`src/rtl/cart_mem_pkg.sv`:
```
// Shared types and constants for the cartridge-to-SDRAM bridge.
// Access kinds are encoded in arbitration order, highest priority first.
package cart_mem_pkg;

    typedef enum logic [1:0] {
        IDLE = 2'd0,
        BUSY = 2'd1,
        DONE = 2'd2
    } state_e;

    typedef enum logic [1:0] {
        K_ROMW  = 2'd0,
        K_SRAMW = 2'd1,
        K_ROMR  = 2'd2,
        K_SRAMR = 2'd3
    } kind_e;

    localparam int N_KINDS = 4;

    // Slot 0 (LSBs) holds the highest-priority kind.
    localparam logic [2*N_KINDS-1:0] PRIO_ORDER = {K_SRAMR, K_ROMR, K_SRAMW, K_ROMW};

    localparam logic [24:0] DEF_SRAM_BASE = 25'h1F00000;
    localparam logic [24:0] DEF_ROM_BASE  = 25'h0000000;

    typedef struct packed {
        logic rom_rd;
        logic rom_wrl;
        logic rom_wrh;
        logic sram_rd;
        logic sram_wr;
    } strobes_t;

    function automatic kind_e pick_kind(input logic [N_KINDS-1:0] req);
        kind_e k;
        k = kind_e'(PRIO_ORDER[2*(N_KINDS-1) +: 2]);
        for (int i = N_KINDS - 1; i >= 0; i--) begin
            if (req[PRIO_ORDER[2*i +: 2]]) k = kind_e'(PRIO_ORDER[2*i +: 2]);
        end
        return k;
    endfunction

endpackage

```
`src/rtl/cart_mem_edge.sv`:
```
// Turns level strobes from the mapper into one-cycle new-access pulses,
// one per access kind: a strobe rising, or the address moving under a held strobe.
module cart_mem_edge
    import cart_mem_pkg::*;
(
    input  logic               clk,
    input  logic               rst_n,
    input  strobes_t           strb,
    input  logic [22:0]        rom_a,
    input  logic [14:0]        sram_a,
    output logic [N_KINDS-1:0] new_acc
);

    strobes_t    strb_d, strb_q;
    logic [22:0] rom_a_d, rom_a_q;
    logic [14:0] sram_a_d, sram_a_q;
    logic        rom_a_chg, sram_a_chg, rom_wr_held;

    // NOTE: every output of this block gets a value on every path, so no latch is inferred.
    always_comb begin
        strb_d      = strb;
        rom_a_d     = rom_a;
        sram_a_d    = sram_a;
        rom_a_chg   = (rom_a != rom_a_q);
        sram_a_chg  = (sram_a != sram_a_q);
        rom_wr_held = (strb.rom_wrl | strb.rom_wrh) & (strb_q.rom_wrl | strb_q.rom_wrh);

        new_acc          = '0;
        new_acc[K_ROMW]  = (strb.rom_wrl & ~strb_q.rom_wrl) | (strb.rom_wrh & ~strb_q.rom_wrh)
                         | (rom_wr_held & rom_a_chg);
        new_acc[K_SRAMW] = strb.sram_wr & (~strb_q.sram_wr | sram_a_chg);
        new_acc[K_ROMR]  = strb.rom_rd  & (~strb_q.rom_rd  | rom_a_chg);
        new_acc[K_SRAMR] = strb.sram_rd & (~strb_q.sram_rd | sram_a_chg);
    end

    // NOTE: state flops use non-blocking assignment so all of them update together at the edge.
    always_ff @(posedge clk) begin
        if (!rst_n) begin
            strb_q   <= '0;
            rom_a_q  <= '0;
            sram_a_q <= '0;
        end else begin
            strb_q   <= strb_d;
            rom_a_q  <= rom_a_d;
            sram_a_q <= sram_a_d;
        end
    end

endmodule

```
`src/rtl/cart_mem_bridge.sv`:
```
// Bridges the mapper's ROM/SRAM strobes onto a single request/ack SDRAM port,
// with a one-entry ROM read cache and an SRAM dirty flag for save handling.
module cart_mem_bridge
    import cart_mem_pkg::*;
#(
    parameter logic [24:0] SRAM_BASE = DEF_SRAM_BASE,
    parameter logic [24:0] ROM_BASE  = DEF_ROM_BASE
) (
    input  logic        CLK,
    input  logic        RST_N,
    input  logic [22:0] ROM_A,
    input  logic [15:0] ROM_DO,
    input  logic        ROM_RD,
    input  logic        ROM_WRL,
    input  logic        ROM_WRH,
    output logic [15:0] ROM_DI,
    input  logic [14:0] SRAM_A,
    input  logic [7:0]  SRAM_DO,
    input  logic        SRAM_RD,
    input  logic        SRAM_WR,
    output logic [7:0]  SRAM_DI,
    output logic        WAIT_N,
    output logic        SRAM_DIRTY,
    input  logic        SRAM_CLR,
    output logic [24:0] MEM_ADDR,
    output logic [15:0] MEM_DO,
    output logic [1:0]  MEM_BE,
    output logic        MEM_WE,
    output logic        MEM_REQ,
    input  logic        MEM_ACK,
    input  logic [15:0] MEM_DI
);

    strobes_t           strb;
    logic [N_KINDS-1:0] new_acc, cand;
    kind_e              sel;
    logic [24:0]        rom_addr, sram_addr;
    logic               rom_hit;

    state_e             state_d, state_q;
    kind_e              kind_d, kind_q;
    logic [N_KINDS-1:0] pend_d, pend_q;
    logic               mem_req_d, mem_req_q, mem_we_d, mem_we_q;
    logic [1:0]         mem_be_d, mem_be_q;
    logic [24:0]        mem_addr_d, mem_addr_q;
    logic [15:0]        mem_do_d, mem_do_q, rom_di_d, rom_di_q;
    logic [7:0]         sram_di_d, sram_di_q;
    logic               wait_n_d, wait_n_q, dirty_d, dirty_q;
    logic [22:0]        tag_d, tag_q;
    logic               tag_vld_d, tag_vld_q;

    assign strb = {ROM_RD, ROM_WRL, ROM_WRH, SRAM_RD, SRAM_WR};

    cart_mem_edge u_edge (
        .clk     (CLK),
        .rst_n   (RST_N),
        .strb    (strb),
        .rom_a   (ROM_A),
        .sram_a  (SRAM_A),
        .new_acc (new_acc)
    );

    // Address sums wrap modulo 2^25; bit 0 is forced low since the port is word-wide.
    assign rom_addr  = (ROM_BASE  + {1'b0, ROM_A, 1'b0})  & ~25'd1;
    assign sram_addr = (SRAM_BASE + {9'd0, SRAM_A, 1'b0}) & ~25'd1;
    assign rom_hit   = tag_vld_q && (ROM_A == tag_q);
    assign cand      = new_acc | pend_q;
    assign sel       = pick_kind(cand);

    always_comb begin
        state_d    = state_q;
        kind_d     = kind_q;
        pend_d     = pend_q | new_acc;
        mem_req_d  = mem_req_q;
        mem_we_d   = mem_we_q;
        mem_be_d   = mem_be_q;
        mem_addr_d = mem_addr_q;
        mem_do_d   = mem_do_q;
        rom_di_d   = rom_di_q;
        sram_di_d  = sram_di_q;
        wait_n_d   = wait_n_q;
        dirty_d    = SRAM_CLR ? 1'b0 : dirty_q;
        tag_d      = tag_q;
        tag_vld_d  = tag_vld_q;

        case (state_q)
            IDLE: begin
                if (|cand) begin
                    pend_d = cand & ~(4'b0001 << sel);
                    // A cache hit is served from ROM_DI as-is; nothing goes to SDRAM.
                    if (!(sel == K_ROMR && rom_hit)) begin
                        state_d   = BUSY;
                        kind_d    = sel;
                        mem_req_d = 1'b1;
                        wait_n_d  = 1'b0;
                        case (sel)
                            K_ROMW: begin
                                mem_addr_d = rom_addr;
                                mem_be_d   = {ROM_WRH, ROM_WRL};
                                mem_we_d   = 1'b1;
                                mem_do_d   = ROM_DO;
                                if (ROM_A == tag_q) tag_vld_d = 1'b0;
                            end
                            K_SRAMW: begin
                                mem_addr_d = sram_addr;
                                mem_be_d   = 2'b01;
                                mem_we_d   = 1'b1;
                                mem_do_d   = {8'h00, SRAM_DO};
                                dirty_d    = 1'b1;
                            end
                            K_ROMR: begin
                                mem_addr_d = rom_addr;
                                mem_be_d   = 2'b11;
                                mem_we_d   = 1'b0;
                                tag_d      = ROM_A;
                                tag_vld_d  = 1'b0;
                            end
                            default: begin
                                mem_addr_d = sram_addr;
                                mem_be_d   = 2'b01;
                                mem_we_d   = 1'b0;
                            end
                        endcase
                    end
                end
            end
            BUSY: begin
                if (MEM_ACK) begin
                    state_d   = DONE;
                    mem_req_d = 1'b0;
                    wait_n_d  = 1'b1;
                    if (kind_q == K_ROMR) begin
                        rom_di_d  = MEM_DI;
                        tag_vld_d = 1'b1;
                    end
                    if (kind_q == K_SRAMR) sram_di_d = MEM_DI[7:0];
                end
            end
            default: state_d = IDLE;
        endcase
    end

    always_ff @(posedge CLK) begin
        if (!RST_N) begin
            state_q    <= IDLE;
            kind_q     <= K_ROMW;
            pend_q     <= '0;
            mem_req_q  <= 1'b0;
            mem_we_q   <= 1'b0;
            mem_be_q   <= 2'b00;
            mem_addr_q <= '0;
            mem_do_q   <= '0;
            rom_di_q   <= 16'hFFFF;
            sram_di_q  <= 8'hFF;
            wait_n_q   <= 1'b1;
            dirty_q    <= 1'b0;
            tag_q      <= '0;
            tag_vld_q  <= 1'b0;
        end else begin
            state_q    <= state_d;
            kind_q     <= kind_d;
            pend_q     <= pend_d;
            mem_req_q  <= mem_req_d;
            mem_we_q   <= mem_we_d;
            mem_be_q   <= mem_be_d;
            mem_addr_q <= mem_addr_d;
            mem_do_q   <= mem_do_d;
            rom_di_q   <= rom_di_d;
            sram_di_q  <= sram_di_d;
            wait_n_q   <= wait_n_d;
            dirty_q    <= dirty_d;
            tag_q      <= tag_d;
            tag_vld_q  <= tag_vld_d;
        end
    end

    assign MEM_REQ    = mem_req_q;
    assign MEM_WE     = mem_we_q;
    assign MEM_BE     = mem_be_q;
    assign MEM_ADDR   = mem_addr_q;
    assign MEM_DO     = mem_do_q;
    assign ROM_DI     = rom_di_q;
    assign SRAM_DI    = sram_di_q;
    assign WAIT_N     = wait_n_q;
    assign SRAM_DIRTY = dirty_q;

endmodule

```
`config.mk`:
```
export PLATFORM = sky130hd
export DESIGN_NAME = cart_mem_bridge
export DESIGN_NICKNAME = d
export VERILOG_FILES = /design/src/rtl/cart_mem_pkg.sv /design/src/rtl/cart_mem_edge.sv /design/src/rtl/cart_mem_bridge.sv
export SDC_FILE = /design/constraint.sdc
export NUM_CORES = 1
export LEC_CHECK = 0
export CAP_MARGIN = 20
export CORE_ASPECT_RATIO = 0.7
export CORE_MARGIN = 4
export CORE_UTILIZATION = 44
export CTS_BUF_LIST = sky130_fd_sc_hd__clkbuf_8 sky130_fd_sc_hd__clkbuf_16
export CTS_CLUSTER_DIAMETER = 60
export DETAILED_ROUTE_END_ITERATION = 8
export PLACE_DENSITY_LB_ADDON = 0.12
export SLEW_MARGIN = 20
export SYNTH_ARGS = -nofsm -noshare
export SYNTH_HDL_FRONTEND = slang
export SYNTH_SLANG_ARGS = --single-unit
export TNS_END_PERCENT = 100
```
`constraint.sdc`:
```
create_clock -name CLK -period 2.85 [get_ports CLK]
set_input_delay 0.57 -clock CLK [delete_from_list [all_inputs] [get_ports CLK]]
set_output_delay 0.57 -clock CLK [all_outputs]
set_load 0.1 [all_outputs]
```
* Word level (Yosys, flattened, before mapping) *
Cells that the tools add are included.

word-level totals
  flip-flop bits (word level) = 146
  bits of input ports = 87
  logic and storage cells = 110

operators by class
  $add $sub $neg = 1
  equal/unequal tests = 14
  shift-type cells = 1
  muxes and demuxes = 33
  bitwise gates (word level) = 23
  reduce and logical (&&, ||, !) cells = 17

operators with widths
  operator                                                                count
  16-bit case mux with 2 select lines                                     1
  25-bit two-way mux                                                      1
  23-bit equality test                                                    1
  23-bit != test                                                          1
  21-bit by 17-bit adder with 22-bit output (first input constant)        1
  1-bit two-way mux                                                       18
  15-bit != test                                                          1
  3-bit AND reduction                                                     4
  4-bit AND reduction                                                     3
  2-bit two-way mux                                                       5
  4-bit two-way mux                                                       2
  2-bit != test (second input constant)                                   4
  1-bit case mux with 2 select lines                                      4
  2-bit case mux with 2 select lines                                      2
  1-bit bitwise AND                                                       7
  1-bit OR                                                                7
  7-bit AND reduction                                                     1
  2-bit equality test (second input constant)                             3
  1-bit inverter                                                          6
  4-bit bitwise AND                                                       1
  2-bit by 1-bit equality test with 1-bit output (second input constant)  2
  2-bit logical NOT                                                       2
  4-bit inverter                                                          1
  4-bit OR                                                                1
  7 further kinds                                                         10

* Depth between registers and ports, before layout *
Gate-level depths: netlist of the first run.

  depth after elaboration = 13
  gate-level depth with buffers = 9
  depth with buffers taken out = 7

* Cells and area by module *
A second synthesis of the first run with hierarchy kept.

second synthesis, totals
  cells, all modules = 650
  area total of the unflattened synthesis = 6,188.4 µm²

modules (own cells, without submodules)
  module           times used  cells an instance  area an instance (µm²)  sequential area each (µm²)
  cart_mem_bridge  1           498                4,564.4                 2,042.0
  cart_mem_edge    1           152                1,624.1                 860.8

* Worst setup path before layout of the first run *
OpenSTA, ideal clock, no wires.

  path kind = input to register
  from = in ROM_A[21]
  to = reg mem_we_q, in the netlist MEM_WE
  data arrival time = 2,605 ps
  data required time = 2,713 ps
  path slack = 108 ps
  cell stages on the path = 8
  buffers on the path = 1
  cells stage by stage = xor2_1 -> nor4_2 -> nand4_2 -> o41a_1 -> mux2i_1 -> a21oi_1 -> clkbuf_1 -> o22ai_1

between the ends
  longest elaborated chain between the ends = 11
  elaborated cells on any way between the ends = 20

RTL lines
  element                          RTL line                source
  start, declared                  cart_mem_bridge.sv:11   input logic [22:0] ROM_A,
  23-bit != test                   cart_mem_edge.sv:24     rom_a_chg = (rom_a != rom_a_q);
  1-bit OR                         cart_mem_edge.sv:32     new_acc[K_ROMR] = strb.rom_rd & (~strb_q.rom_rd | rom_a_chg);
  1-bit bitwise AND                cart_mem_edge.sv:32
  4-bit OR                         cart_mem_bridge.sv:67   assign cand = new_acc | pend_q;
  1-bit two-way mux                cart_mem_pkg.sv:38      if (req[PRIO_ORDER[2*i +: 2]]) k = kind_e'(PRIO_ORDER[2*i +: 2]);
  2-bit two-way mux (2 in series)  cart_mem_pkg.sv:38
  2-bit equality test              cart_mem_bridge.sv:91   if (!(sel == K_ROMR && rom_hit)) begin
  1-bit logical AND                cart_mem_bridge.sv:91
  1-bit inverter (no line)         n/a
  3-bit AND reduction (no line)    n/a
  end signal, assigned             cart_mem_bridge.sv:164  mem_we_q <= mem_we_d;
  end, declared                    cart_mem_bridge.sv:43   logic mem_req_d, mem_req_q, mem_we_d, mem_we_q;

Several ways; a longest one is shown, not always the timed one.
A chain may end at the register's enable or synchronous reset.

* Worst setup path in the final report of the first run *
  from = in ROM_A[19]
  to = reg mem_addr_q[10], in the netlist MEM_ADDR[10]

between the ends
  longest elaborated chain between the ends = 11
  elaborated cells on any way between the ends = 19

RTL lines
  element                          RTL line                                      source
  23-bit != test                   cart_mem_edge.sv:24
  1-bit OR                         cart_mem_edge.sv:32
  1-bit bitwise AND                cart_mem_edge.sv:32
  4-bit OR                         cart_mem_bridge.sv:67
  1-bit two-way mux                cart_mem_pkg.sv:38
  2-bit two-way mux (2 in series)  cart_mem_pkg.sv:38
  2-bit equality test              cart_mem_bridge.sv:91, cart_mem_bridge.sv:96
  1-bit logical AND                cart_mem_bridge.sv:91
  1-bit inverter (no line)         n/a
  3-bit AND reduction (no line)    n/a
  end signal, assigned             cart_mem_bridge.sv:166                        mem_addr_q <= mem_addr_d;
  end, declared                    cart_mem_bridge.sv:45                         logic [24:0] mem_addr_d, mem_addr_q;

Several ways; a longest one is shown, not always the timed one.

==> results_dict.tcl, run 1 <==
set metrics [dict create \
    status "completed" \
    start_kind "input port" \
    clock-sinks 145 \
    hold_start "MEM_ADDR[17]" \
    fin_skew_ns 0.01058 \
    seq_area_frac_synth 0.4766 \
    drt_iter0_drc 419 \
    finalHoldViolations 0 \
    cellPowerDensity_mw_per_mm2 677.0 \
    slowest_stage "clkdlybuf4s50_1" \
    worstPathArrival_ns 3.13 \
    fin_nets 975 \
    hold_buffers 0 \
    cp.required_ns 3.19 \
    core_sq_mm 0.01336 \
    antenna_found_initial 0 \
    slew_violations 0 \
    cts.clk_slew.worst_paths_ns 0.06 \
    overflow 0 \
    clock-root-buffer "clkbuf_16" \
    path_buf_inv 5 \
    ys.flop_type "dfxtp_1" \
    row_count 35 \
    syn_avg_cell_area_sq_um 9.159 \
    synthArstFlopShare 0 \
    vias 5806 \
    routedWlPerCell_um 18.20 \
    post_dp_cell_area_sq_mm 0.008178 \
    synth_nets 752 \
    synth_cell_types 50 \
    final_common_cell "dfxtp_1" \
    htreeDepth 4 \
    synth_edf_count 0 \
    tightestPinTransition_ns 0.6106 \
    place_congestion 0.8756 \
    path_class "in -> reg" \
    synth.cell_area_sq_mm 0.006091 \
    grt_pass1_wl_mm 30.26 \
    initial_core_util 0.4560 \
    die-area_sq_mm 0.01582 \
    ys_ff_latch 145 \
    io_pins 158 \
    final_cell_mix "dfxtp_1, buf_4, clkdlybuf4s50_1" \
    path_max_fanout 7 \
    port_buffers 156 \
    antenna_cells 0 \
    design_area_sq_mm 0.009168 \
    fin_crit_ns 2.795 \
    crit_family "buffers and inverters" \
    area_delta_synth_final_pct 50.51 \
    max_slew_margin 0.5917 \
    leakage_nw 4.100 \
    cp_cell_sequence "clkdlybuf4s50_1 > xor2_1 > nor4_2 > nand4_2 > buf_6 > o41a_1 > buf_4 > nor3_4 > a21oi_2 > buf_4 > buf_4 > a21oi_1" \
    routed_wl_mm 19.77 \
    grt_pass1_vias 5671 \
    via_per_inst 5.346 \
    cpMostUsedCell "buf_4" \
    cts_tree "yes" \
    cts_buffers 17 \
    hold_class "reg -> reg" \
    clk_latency_ns 0.42 \
    dp_hpwl_mm 13.93 \
    max_freq_ghz 0.3577 \
    synth_area_leaders "dfxtp_1, mux2i_1, xnor2_1, a21oi_1, and2_1" \
    chipHeight_um 106.4 \
    cap_viol_max_count 0 \
    synth_top_area_cell "dfxtp_1" \
    ys.warnings.count 0 \
    drive_gt1_frac 0.2486 \
    place_ws_ns -0.5313 \
    timing.final.crit_share 0.9808 \
    grt.total_usage 0.2426 \
    critPathLaunch "ROM_A[19]" \
    cp-end-kind "flop" \
    setup-violations-final 0 \
    detail-route-antenna-nets 0 \
    firstDrtPassIters 8 \
    fin_ws_ns 0.05471 \
    grt_max_degree 40 \
    rr_startpoint "u_edge.rom_a_q[4]" \
    die_w_um 148.6 \
    clockBufferDepth 2 \
    yosysTopAreaCellShare 0.4766 \
    drc_errors 0 \
    synthCells 665 \
    ir_worst_vdd_mv 0.5084 \
    crit_path_max_incr_delay_ns 0.45 \
]
worst paths after layout:
| kind | end | slack, ns | cells past startpoint |
|---|---|---|---|
| worst max-delay path | MEM_ADDR[10] | 0.05 | 12 |
| worst min-delay path | MEM_ADDR[17] | 0.46 | 2 |
| worst max register to register | MEM_ADDR[14] | 0.24 | 9 |
| worst min register to register | MEM_ADDR[17] | 0.46 | 2 |
registers in the layout, indices dropped and copies added (netlist names):
name	flops
MEM_ADDR	24
tag_q	23
u_edge.rom_a_q	23
MEM_DO	16
ROM_DI	16
u_edge.sram_a_q	15
SRAM_DI	8
u_edge.strb_q	5
pend_q	4
MEM_BE	2
kind_q	2
state_q	2
MEM_REQ	1
MEM_WE	1
SRAM_DIRTY	1
WAIT_N	1
tag_vld_q	1
stage by stage:
step	utilization	hold WS (ns)	TNS [ns]	instances	total power, mW
6_report	0.6864	0.4640	0	1086	6.206
5_1_grt	0.6864	0.4805	-0.0006932	1086	6.413
4_1_cts	0.6659	0.4516	0	1077	6.185
3_5_place_dp	0.6123	0.4577	-33.36	1044	3.585
3_3_place_gp	0.6123	0.4424	-29.79	1044	3.562
2_1_floorplan	-	0.4583	0	665	3.107
cell usage after synthesis, types with 3 or more instances:
library cell	instances
and3_1	3
inv_1	14
or2_2	3
nand2_1	56
nor2_1	49
buf_2	6
clkbuf_1	32
nor4_1	8
mux2i_1	37
o41a_1	3
xor2_1	26
a22oi_1	8
nor3_1	3
and2_1	39
nand4_1	10
a31oi_1	3
nand3_1	45
dfxtp_1	145
o2111ai_1	4
o31ai_1	15
a21oi_1	52
o21ai_0	34
xnor2_1	35
o211a_1	4
metal layers:
layer / wire, um / part of all wire / global-route usage
met5: 0 / 0 / 0
met4: 284 / 0.014 / 0.06196
met2: 8565 / 0.43 / 0.3605
met1: 9105 / 0.46 / 0.3424
met3: 1814 / 0.092 / 0.07499
kinds of logic (layout without fill, tap and decap cells):
| family | count (synthesis) | in the layout | synth area share |
|---|---|---|---|
| other | 1 | 1 | 0.0006157 |
| XOR/XNOR | 61 | 61 | 0.08772 |
| buffers and inverters | 55 | 291 | 0.03698 |
| multiplexers | 38 | 38 | 0.06327 |
| flip-flops | 145 | 145 | 0.4766 |
| AND/OR/NAND/NOR | 223 | 223 | 0.1804 |
| AO/OA/AOI/OAI | 142 | 142 | 0.1545 |
cell type report:
type / count / area, sq um
flip-flops and latches: 145 / 2903
well taps: 185 / 231.5
clock inverters: 14 / 249.0
fillers: 1055 / 4189
multi-input cells: 465 / 3084
inverters: 14 / 52.55
clock buffers: 18 / 439.2
repair buffers: 245 / 2208
timing repair:
| action | in CTS | in global routing |
|---|---|---|
| buffers inserted | 1 | 5 |
| cloned | 0 | 4 |
| setup endpoints to repair | 58 | 69 |
| pin swaps | 7 | 18 |
| resized for setup | 6 | 40 |
worst register-to-register path, stage by stage, from the launching register on:
cell and delay [ns]:
dfxtp_1 0.32, xor2_2 0.18, nor4_2 0.30, nand2_2 0.16, buf_4 0.16, o41a_1 0.44, mux2_4 0.39, buf_12 0.17
o31ai_1 0.27, a21oi_1 0.08
report_power, final:
part | leakage, nW | internal [mW] | switching [mW] | total (mW)
clock | 0.333 | 1.68 | 0.917 | 2.60
combinational | 2.57 | 0.459 | 0.922 | 1.38
sequential | 1.20 | 2.14 | 0.0797 | 2.22
Power figures use the tool's default switching activity.
==> inputs of run 2 (changes only) <==
Settings changed: CTS_CLUSTER_DIAMETER 60 to default.
==> results of run 2 <==
No change in the layout: final DEF, timing and power equal those of run 1.
